File: src/rtl/lsu_if.sv
// Memory-side bus between the load/store unit and the data memory.
// The LSU is the master; memory (or the bench) is the slave.
interface lsu_if;
  logic        mem_valid;
  logic        mem_ready;
  logic [31:0] mem_addr;
  logic [31:0] mem_wdata;
  logic [3:0]  mem_wstrb;
  logic [31:0] mem_rdata;

  modport master (
    output mem_valid,
    output mem_addr,
    output mem_wdata,
    output mem_wstrb,
    input  mem_ready,
    input  mem_rdata
  );

  modport slave (
    input  mem_valid,
    input  mem_addr,
    input  mem_wdata,
    input  mem_wstrb,
    output mem_ready,
    output mem_rdata
  );
endinterface

File: src/rtl/lsu.sv
// RV32 load/store unit: one aligned 32-bit bus transaction per memory op,
// with byte-lane steering, load extension and fault reporting.
module lsu #(
  parameter int unsigned WAIT_LIMIT = 255
) (
  input  logic         clk,
  input  logic         rst_n,
  input  logic         start,
  input  logic         is_load,
  input  logic         is_store,
  input  logic [2:0]   funct3,
  input  logic [31:0]  address,
  input  logic [31:0]  store_data,
  lsu_if.master        mem,
  output logic [31:0]  load_data,
  output logic         done,
  output logic         busy,
  output logic [1:0]   fault
);

  localparam logic [1:0] IDLE = 2'd0;
  localparam logic [1:0] REQ  = 2'd1;
  localparam logic [1:0] FIN  = 2'd2;

  localparam logic [1:0] FAULT_NONE    = 2'b00;
  localparam logic [1:0] FAULT_MISALGN = 2'b01;
  localparam logic [1:0] FAULT_ILLEGAL = 2'b10;
  localparam logic [1:0] FAULT_TIMEOUT = 2'b11;

  localparam logic [7:0] WAIT_LAST = 8'(WAIT_LIMIT - 1);

  logic [1:0]  state;
  logic [7:0]  wait_cnt;
  logic        store_q;
  logic [2:0]  f3_q;
  logic [1:0]  addr_lo;

  logic        op_any;
  logic        illegal;
  logic        misaligned;
  logic [31:0] lane_wdata;
  logic [3:0]  lane_strb;
  logic [7:0]  byte_sel;
  logic [15:0] half_sel;
  logic [31:0] ext_data;

  // Request decode; a store wins when both is_load and is_store are set.
  always_comb begin
    op_any     = is_load | is_store;
    illegal    = 1'b0;
    misaligned = 1'b0;
    lane_wdata = store_data;
    lane_strb  = 4'b1111;
    if (is_store)
      illegal = funct3[2] | (funct3[1:0] == 2'b11);
    else
      illegal = (funct3[1:0] == 2'b11) | (funct3 == 3'b110);
    case (funct3[1:0])
      2'b01:   misaligned = address[0];
      2'b10:   misaligned = (address[1:0] != 2'b00);
      default: misaligned = 1'b0;
    endcase
    case (funct3[1:0])
      2'b00: begin
        lane_wdata = {4{store_data[7:0]}};
        lane_strb  = 4'b0001 << address[1:0];
      end
      2'b01: begin
        lane_wdata = {2{store_data[15:0]}};
        lane_strb  = address[1] ? 4'b1100 : 4'b0011;
      end
      default: begin
        lane_wdata = store_data;
        lane_strb  = 4'b1111;
      end
    endcase
  end

  // Lane select and extension of returned read data.
  always_comb begin
    byte_sel = 8'h00;
    case (addr_lo)
      2'd0:    byte_sel = mem.mem_rdata[7:0];
      2'd1:    byte_sel = mem.mem_rdata[15:8];
      2'd2:    byte_sel = mem.mem_rdata[23:16];
      default: byte_sel = mem.mem_rdata[31:24];
    endcase
    half_sel = addr_lo[1] ? mem.mem_rdata[31:16] : mem.mem_rdata[15:0];
    case (f3_q)
      3'b000:  ext_data = {{24{byte_sel[7]}}, byte_sel};
      3'b001:  ext_data = {{16{half_sel[15]}}, half_sel};
      3'b100:  ext_data = {24'h000000, byte_sel};
      3'b101:  ext_data = {16'h0000, half_sel};
      default: ext_data = mem.mem_rdata;
    endcase
  end

  always_ff @(posedge clk or negedge rst_n) begin
    if (!rst_n) begin
      state         <= IDLE;
      wait_cnt      <= 8'd0;
      store_q       <= 1'b0;
      f3_q          <= 3'b000;
      addr_lo       <= 2'b00;
      mem.mem_valid <= 1'b0;
      mem.mem_addr  <= 32'h0;
      mem.mem_wdata <= 32'h0;
      mem.mem_wstrb <= 4'b0000;
      load_data     <= 32'h0;
      done          <= 1'b0;
      busy          <= 1'b0;
      fault         <= FAULT_NONE;
    end else begin
      done <= 1'b0;
      case (state)
        IDLE: begin
          if (start) begin
            if (!op_any) begin
              state <= FIN;
              done  <= 1'b1;
              fault <= FAULT_NONE;
            end else if (illegal) begin
              state <= FIN;
              done  <= 1'b1;
              fault <= FAULT_ILLEGAL;
            end else if (misaligned) begin
              state <= FIN;
              done  <= 1'b1;
              fault <= FAULT_MISALGN;
            end else begin
              state         <= REQ;
              busy          <= 1'b1;
              wait_cnt      <= 8'd0;
              store_q       <= is_store;
              f3_q          <= funct3;
              addr_lo       <= address[1:0];
              mem.mem_valid <= 1'b1;
              mem.mem_addr  <= {address[31:2], 2'b00};
              mem.mem_wdata <= is_store ? lane_wdata : 32'h0;
              mem.mem_wstrb <= is_store ? lane_strb : 4'b0000;
            end
          end
        end
        REQ: begin
          if (mem.mem_ready) begin
            state         <= FIN;
            mem.mem_valid <= 1'b0;
            busy          <= 1'b0;
            done          <= 1'b1;
            fault         <= FAULT_NONE;
            wait_cnt      <= 8'd0;
            if (!store_q)
              load_data <= ext_data;
          end else if (wait_cnt == WAIT_LAST) begin
            // This edge is the WAIT_LIMIT-th without ready: abandon the bus cycle.
            state         <= FIN;
            mem.mem_valid <= 1'b0;
            busy          <= 1'b0;
            done          <= 1'b1;
            fault         <= FAULT_TIMEOUT;
            wait_cnt      <= 8'd0;
            if (!store_q)
              load_data <= 32'h0;
          end else begin
            wait_cnt <= wait_cnt + 8'd1;
          end
        end
        default: begin
          state <= IDLE;
        end
      endcase
    end
  end

endmodule

File: src/flat_wrapper.sv
// flat-port wrapper written by rule: the top's interface ports become plain ports
module lsu_flat 
#(
  parameter int unsigned WAIT_LIMIT = 255
)
  (clk, rst_n, start, is_load, is_store, funct3, address, store_data, load_data, done, busy, fault, mem_mem_valid, mem_mem_addr, mem_mem_wdata, mem_mem_wstrb, mem_mem_ready, mem_mem_rdata);
  lsu_if mem_i ();
  input  logic clk;
  input  logic rst_n;
  input  logic start;
  input  logic is_load;
  input  logic is_store;
  input  logic [2:0] funct3;
  input  logic [31:0] address;
  input  logic [31:0] store_data;
  output logic [31:0] load_data;
  output logic done;
  output logic busy;
  output logic [1:0] fault;
  output wire logic [$bits(mem_i.mem_valid)-1:0] mem_mem_valid;
  output wire logic [$bits(mem_i.mem_addr)-1:0] mem_mem_addr;
  output wire logic [$bits(mem_i.mem_wdata)-1:0] mem_mem_wdata;
  output wire logic [$bits(mem_i.mem_wstrb)-1:0] mem_mem_wstrb;
  input wire logic [$bits(mem_i.mem_ready)-1:0] mem_mem_ready;
  input wire logic [$bits(mem_i.mem_rdata)-1:0] mem_mem_rdata;
  assign mem_mem_valid = mem_i.mem_valid;
  assign mem_mem_addr = mem_i.mem_addr;
  assign mem_mem_wdata = mem_i.mem_wdata;
  assign mem_mem_wstrb = mem_i.mem_wstrb;
  assign mem_i.mem_ready = mem_mem_ready;
  assign mem_i.mem_rdata = mem_mem_rdata;
  lsu #(.WAIT_LIMIT(WAIT_LIMIT)) u_core (.clk(clk), .rst_n(rst_n), .start(start), .is_load(is_load), .is_store(is_store), .funct3(funct3), .address(address), .store_data(store_data), .mem(mem_i), .load_data(load_data), .done(done), .busy(busy), .fault(fault));
endmodule
File: config.mk
export PLATFORM = sky130hd
export DESIGN_NAME = lsu_flat
export DESIGN_NICKNAME = d
export VERILOG_FILES = /design/src/rtl/lsu_if.sv /design/src/rtl/lsu.sv /design/src/flat_wrapper.sv
export SDC_FILE = /design/constraint.sdc
export NUM_CORES = 1
export LEC_CHECK = 0
export CORE_ASPECT_RATIO = 0.5
export CORE_MARGIN = 10
export CORE_UTILIZATION = 48
export DETAILED_ROUTE_END_ITERATION = 6
export PLACE_DENSITY = 0.87
export SYNTH_ARGS = -nofsm -noshare
export SYNTH_HDL_FRONTEND = slang
export SYNTH_SLANG_ARGS = --single-unit
export TNS_END_PERCENT = 10
File: constraint.sdc
create_clock -name clk -period 3.3 [get_ports clk]
set_input_delay 0.33 -clock clk [delete_from_list [all_inputs] [get_ports clk]]
set_output_delay 0.33 -clock clk [all_outputs]
set_load 0.02 [all_outputs]
==> flow_metrics.tcl, run 1 <==
set metrics [dict create \
    async_flop_share 1.00 \
    crit_cells 8 \
    crit_arrival_ns 2.80 \
    slowest_delay_ns 0.67 \
    synth_warnings 0 \
    viasPerCell 5.68 \
    status "finished clean" \
    ioPinCount 210 \
    syn_area_mm2 0.00554 \
    layout-drive-gt1-share 0.116 \
    drt-initial-drc-count 470 \
    grt_usage 0.218 \
    hold_violations 0 \
    p_total_mw 7.52 \
    die_y_um 95.9 \
    final.setup.tns_ns 0 \
    r2r_slack_ns 1.00 \
    antenna_left 0 \
    critPathCapture "u_core.mem.mem_addr[29]" \
    ys_types 44 \
    hpwl_um 13100 \
    port_buffers 207 \
    instances_no_fill 861 \
    cts_tree "built" \
    ys_seq_area_frac 0.533 \
    grt_antenna_before_repair 0 \
    cts_buffer_depth 2 \
    fin_util 0.749 \
    cts_resized 0 \
    final_common_cell "clkdlybuf4s50_1" \
    start_util 0.498 \
    slew_headroom 0.218 \
    finalCritPeriodShare 0.762 \
    gp_congestion 0.832 \
    cts_setup_buffers 0 \
    synth_flop_cell "dfrtp_1" \
    cts_sinks 118 \
    regToRegEndpoint "u_core.load_data[24]" \
    core_area_mm2 0.0111 \
    rsz0062_at_grt "false" \
    nets 814 \
    setup_violations 0 \
    nFillCells 760 \
    syn_avg_cell_area_um2 10.9 \
    cellInternalPower_mw 4.85 \
    worstRegToRegCells 5 \
    rows 27 \
    crit_family "simple AND/OR/NAND/NOR gates" \
    clock_power_share 0.268 \
    p_sw_mw 2.67 \
    dieWidth_um 172 \
    swShare 0.355 \
    cts_made_buffers 17 \
    worst-path-buf-inv 3 \
    wl_um 18600 \
    grt_overflow 0 \
    cts_hold_buf 0 \
    dp.cells 829 \
    slew_viol_final 0 \
    clk_pin_slew_ns 0.06 \
    grt_pass1_vias 5002 \
    reg2reg_from "u_core.addr_lo[1]" \
    peakVddDrop_mv 0.471 \
    p_leak_nw 3.55 \
    crit_slowest_cell "or4b_4" \
    grt_start_max_net_pins 62 \
    drt_pass1_iterations 5 \
    comb_power_share 0.419 \
    mostFrequentLayoutCells "206 x clkdlybuf4s50_1, 118 x dfrtp_1, 53 x nand2_1" \
    hold_slack_ns 0.000579 \
    syn_inst 509 \
    synth-edff-count 0 \
    grt_pass1_wl_um 28000 \
    clkLatencyLatePin_ns 0.41 \
    p_per_area_mw_per_mm2 903 \
    h-tree-depth 4 \
    die_area_mm2 0.0165 \
    vias 4892 \
    drc 0 \
    antenna-diode-count 0 \
    clock_skew_ns 0.0108 \
    worst_ep_required_time_ns 3.59 \
    wl_per_cell_um 21.6 \
    min_path_type "in -> async" \
    syn_to_final_growth_pct 50.4 \
    tightest_slew_ns 1.17 \
    cts_root_buf "clkbuf_16" \
    crit_chain "clkdlybuf4s50_1 -> inv_1 -> ha_1 -> o21ai_0 -> nand2b_1 -> or4b_4 -> buf_12 -> mux2_4" \
    maxCapViolCount 0 \
    cp-start-kind "primary input" \
    clock.fmax_mhz 398 \
    seqPwrFrac 0.314 \
    synth_seq_cells 118 \
    startpoint "funct3[0]" \
    path_max_fanout 61 \
    crit_type "in -> reg" \
    cp-end-kind "register" \
    layout_min_cycle_time_ns 2.51 \
]
[synth_stat cells, types with 3 or more instances]
master / instances / area (µm²)
nor2_1: 22 / 82.6
or3_1: 18 / 113
nand2b_1: 11 / 68.8
a32o_1: 16 / 160
nand3_1: 5 / 25.0
dfrtp_1: 118 / 2950
and3_1: 3 / 18.8
clkbuf_1: 26 / 97.6
mux2_4: 8 / 120
ha_1: 6 / 75.1
inv_1: 8 / 30.0
a22oi_1: 8 / 60.1
o31ai_1: 4 / 30.0
a21oi_1: 37 / 185
buf_4: 3 / 22.5
nor2b_1: 3 / 18.8
buf_2: 7 / 35.0
mux2i_1: 14 / 140
a211oi_1: 6 / 45.0
o2bb2ai_1: 32 / 280
mux2_2: 28 / 315
nand2_1: 53 / 199
o21ai_0: 45 / 225
[final cells by class]
cell class | instances | area [µm²] | area share
flip-flops and latches | 118 | 2950 | 0.355
clock inverters | 12 | 175 | 0.0210
well taps | 145 | 181 | 0.0218
multi-input cells | 344 | 2370 | 0.285
repair buffers | 214 | 2150 | 0.258
inverters | 8 | 30.0 | 0.00361
clock buffers | 20 | 467 | 0.0561
[metal layers]
layer | up-vias | GRT usage | wire length [µm]
met1 | 2419 | 0.256 | 7370
met5 | - | 0 | 0
li1 | 2250 | - | -
met4 | 0 | 0.0791 | 426
met3 | 37 | 0.0596 | 1240
met2 | 186 | 0.381 | 9550
[worst min-delay path by stage]
stage,slack (ns),end,startpoint,cells past startpoint
after global placement,0.45,u_core.wait_cnt[4],rst_n,1
after CTS,0.03,u_core.wait_cnt[6],rst_n,1
final,0.0006,u_core.wait_cnt[6],rst_n,1
after floorplan,0.03,u_core.addr_lo[0],rst_n,0
after global routing,0.07,u_core.wait_cnt[6],rst_n,1
after detailed placement,0.46,u_core.wait_cnt[4],rst_n,1
[worst reg2reg max path: cells and delay by family (launching register included)]
family | cells | cell delay, ns
AO/OA/AOI/OAI | 2 | 0.69
multiplexers | 1 | 0.57
flip-flops | 1 | 0.34
buffers and inverters | 1 | 0.29
AND/OR/NAND/NOR | 1 | 0.26
[logic make-up (layout without fill, tap and decap cells)]
kind of cell,after synthesis,count (layout),synth area share
compound gates,161,161,0.199
fa+ha+maj,6,6,0.0136
buf+inv,48,254,0.0389
flops,118,118,0.533
mux,51,51,0.108
other cells,1,2,0.000677
simple gates,124,124,0.106
[state kept, by name, summed over array words and instances, names as in the netlist]
register and count:
u_core.addr_lo 2, u_core.busy 1, u_core.done 1, u_core.f3_q 3, u_core.fault 2, u_core.load_data 32
u_core.mem.mem_addr 30, u_core.mem.mem_wdata 32, u_core.mem.mem_wstrb 4, u_core.state 2, u_core.store_q 1, u_core.wait_cnt 8
[per-stage QoR]
stage               setup slack [ns]  cell area [µm²]
floorplan                       1.22             5540
global placement               0.480             7680
detailed placement             0.423             7680
CTS                            0.832             8320
global route                   0.728             8320
finish                         0.787             8320
[power by group through the flow]
stage          Sequential (mW)  Clock (mW)  Combinational (mW)
6_report                  2.36        2.01                3.15
5_1_grt                   2.42        2.10                3.34
4_1_cts                   2.35        2.02                3.18
3_5_place_dp              2.35           0                3.15
3_3_place_gp              2.32           0                3.08
2_1_floorplan             2.90           0                1.04
No activity file was read; power rests on OpenSTA's default activity.
==> run 2, diff against run 1 <==
Settings changed: CORE_UTILIZATION 48 to 40, PLACE_DENSITY 0.87 to 0.78.
Clock period 3.3 ns to 2.1 ns, I/O delays scaled along.
==> flow_metrics.tcl, run 2 (synthesized netlist as in run 1, its figures left out) <==
set metrics [dict create \
    status "finished clean" \
    grt_antenna_before_repair 0 \
    clock.fmax_mhz 477 \
    swShare 0.352 \
    seqPwrFrac 0.307 \
    clk_pin_slew_ns 0.05 \
    clkLatencyLatePin_ns 0.42 \
    drt-initial-drc-count 277 \
    seqCellArea_mm2 0.00295 \
    grt_pass1_wl_um 29000 \
    nFillCells 1011 \
    grt_start_max_net_pins 56 \
    slew_headroom 0.292 \
    crit_type "in -> reg" \
    hpwl_um 13800 \
    p_per_area_mw_per_mm2 1360 \
    peakVddDrop_mv 0.635 \
    die_y_um 103 \
    regToRegEndpoint "u_core.mem.mem_addr[30]" \
    cp-end-kind "register" \
    grt_usage 0.189 \
    rows 30 \
    slowest_delay_ns 0.69 \
    tightest_slew_ns 1.06 \
    final.setup.tns_ns 0 \
    finalCritPeriodShare 0.998 \
    clock_skew_ns 0.0106 \
    dp.cells 902 \
    antenna_left 0 \
    wl_um 19600 \
    min_to "u_core.f3_q[0]" \
    grt_pass1_vias 5253 \
    crit_slowest_cell "or4b_4" \
    start_util 0.408 \
    grt_overflow 0 \
    drc 0 \
    cts_buffer_depth 2 \
    worstRegToRegCells 5 \
    r2r_slack_ns 0.15 \
    viasPerCell 5.32 \
    dieWidth_um 186 \
    final_common_cell "clkdlybuf4s50_1" \
    cts_made_buffers 17 \
    cts_tree "built" \
    vias 5004 \
    h-tree-depth 4 \
    largestRegisters "u_core.load_data: 32 flops, u_core.mem.mem_wdata: 32 flops, u_core.mem.mem_addr: 30 flops" \
    reg2reg_from "u_core.state[1]" \
    antenna-diode-count 0 \
    min_path_type "in -> reg" \
    instances_no_fill 941 \
    layout_min_cycle_time_ns 2.10 \
    gp_congestion 0.817 \
    crit_chain "clkdlybuf4s50_1 -> buf_4 -> ha_4 -> o21ai_2 -> nand2b_1 -> or4b_4 -> clkbuf_16 -> mux2_4" \
    cellInternalPower_mw 7.73 \
    whs_path_depth 3 \
    multi_input_area_mm2 0.00240 \
    maxCapViolCount 0 \
    min-delay-start "funct3[0]" \
    worst_ep_required_time_ns 2.40 \
    hold_violations 0 \
    layout-drive-gt1-share 0.155 \
    cts_root_buf "clkbuf_16" \
    p_leak_nw 3.76 \
    mostFrequentLayoutCells "205 x clkdlybuf4s50_1, 118 x dfrtp_1, 53 x nand2_1" \
    drt_pass1_iterations 5 \
    crit_arrival_ns 2.39 \
    core_area_mm2 0.0136 \
    slew_viol_final 0 \
    ioPinCount 210 \
    die_area_mm2 0.0192 \
    nets 847 \
    clock_power_share 0.263 \
    comb_power_share 0.430 \
    p_sw_mw 4.20 \
    path_max_fanout 7 \
    syn_to_final_growth_pct 58.4 \
    port_buffers 207 \
    cp-start-kind "primary input" \
    wl_per_cell_um 20.8 \
    setup_violations 0 \
    cts_sinks 118 \
    fin_util 0.647 \
]
-- run 2: routing by layer --
metal | share of wire | GRT usage
met1 | 0.41 | 0.221
met5 | 0 | 0
met3 | 0.041 | 0.0388
met4 | 0.024 | 0.0763
met2 | 0.52 | 0.340
-- run 2: power by group through the flow --
stage                     Clock [mW]  Combinational, mW  Sequential (mW)
after floorplan                    0               1.63             4.56
after global placement             0               4.97             3.64
after detailed placement           0               5.07             3.67
after CTS                       3.14               5.10             3.66
after global routing            3.25               5.44             3.77
final                           3.14               5.13             3.67
-- run 2: timing repair --
action                                 in CTS  in global routing
hold buffers                                1                  0
setup endpoints to repair                   0                 61
resized for setup                           0                 11
endpoints found under the hold margin      39                  0
setup buffers                               0                  1
-- run 2: critical path: cells and delay by family --
kind | cells | cell delay (ns)
mux | 1 | 0.29
simple gates | 2 | 0.79
compound gates | 1 | 0.12
buf+inv | 3 | 0.81
fa+ha+maj | 1 | 0.17
-- run 2: cell type report --
type,instances,share of cell area
clock buffers,23,0.0545
clock inverters,9,0.0168
inverters,8,0.00343
multi-input cells,344,0.274
flip-flops and latches,118,0.337
well taps,192,0.0274
repair buffers,247,0.287
-- run 2: how the worst max path moves through the flow --
stage                          from                       to  slack (ns)  cells past startpoint
after CTS                 funct3[0]  u_core.mem.mem_addr[26]        0.02                      8
after floorplan           funct3[0]  u_core.mem.mem_addr[23]        0.14                      8
after global placement    funct3[1]  u_core.mem.mem_addr[28]       -0.36                      8
after global routing      funct3[1]  u_core.mem.mem_addr[30]       -0.03                      8
final                     funct3[1]  u_core.mem.mem_addr[30]       0.004                      8
after detailed placement  funct3[0]  u_core.mem.mem_addr[24]       -0.40                      8
-- run 2: through the flow --
stage	hold WS, ns	worst slack, ns	power (mW)	area, µm²
6_report	0.208	0.00370	11.9	8770
4_1_cts	0.380	0.0209	11.9	8610
2_1_floorplan	-0.0856	0.142	6.19	5540
3_5_place_dp	0.239	-0.400	8.74	7970
5_1_grt	0.236	-0.0291	12.5	8770
3_3_place_gp	0.233	-0.361	8.61	7970
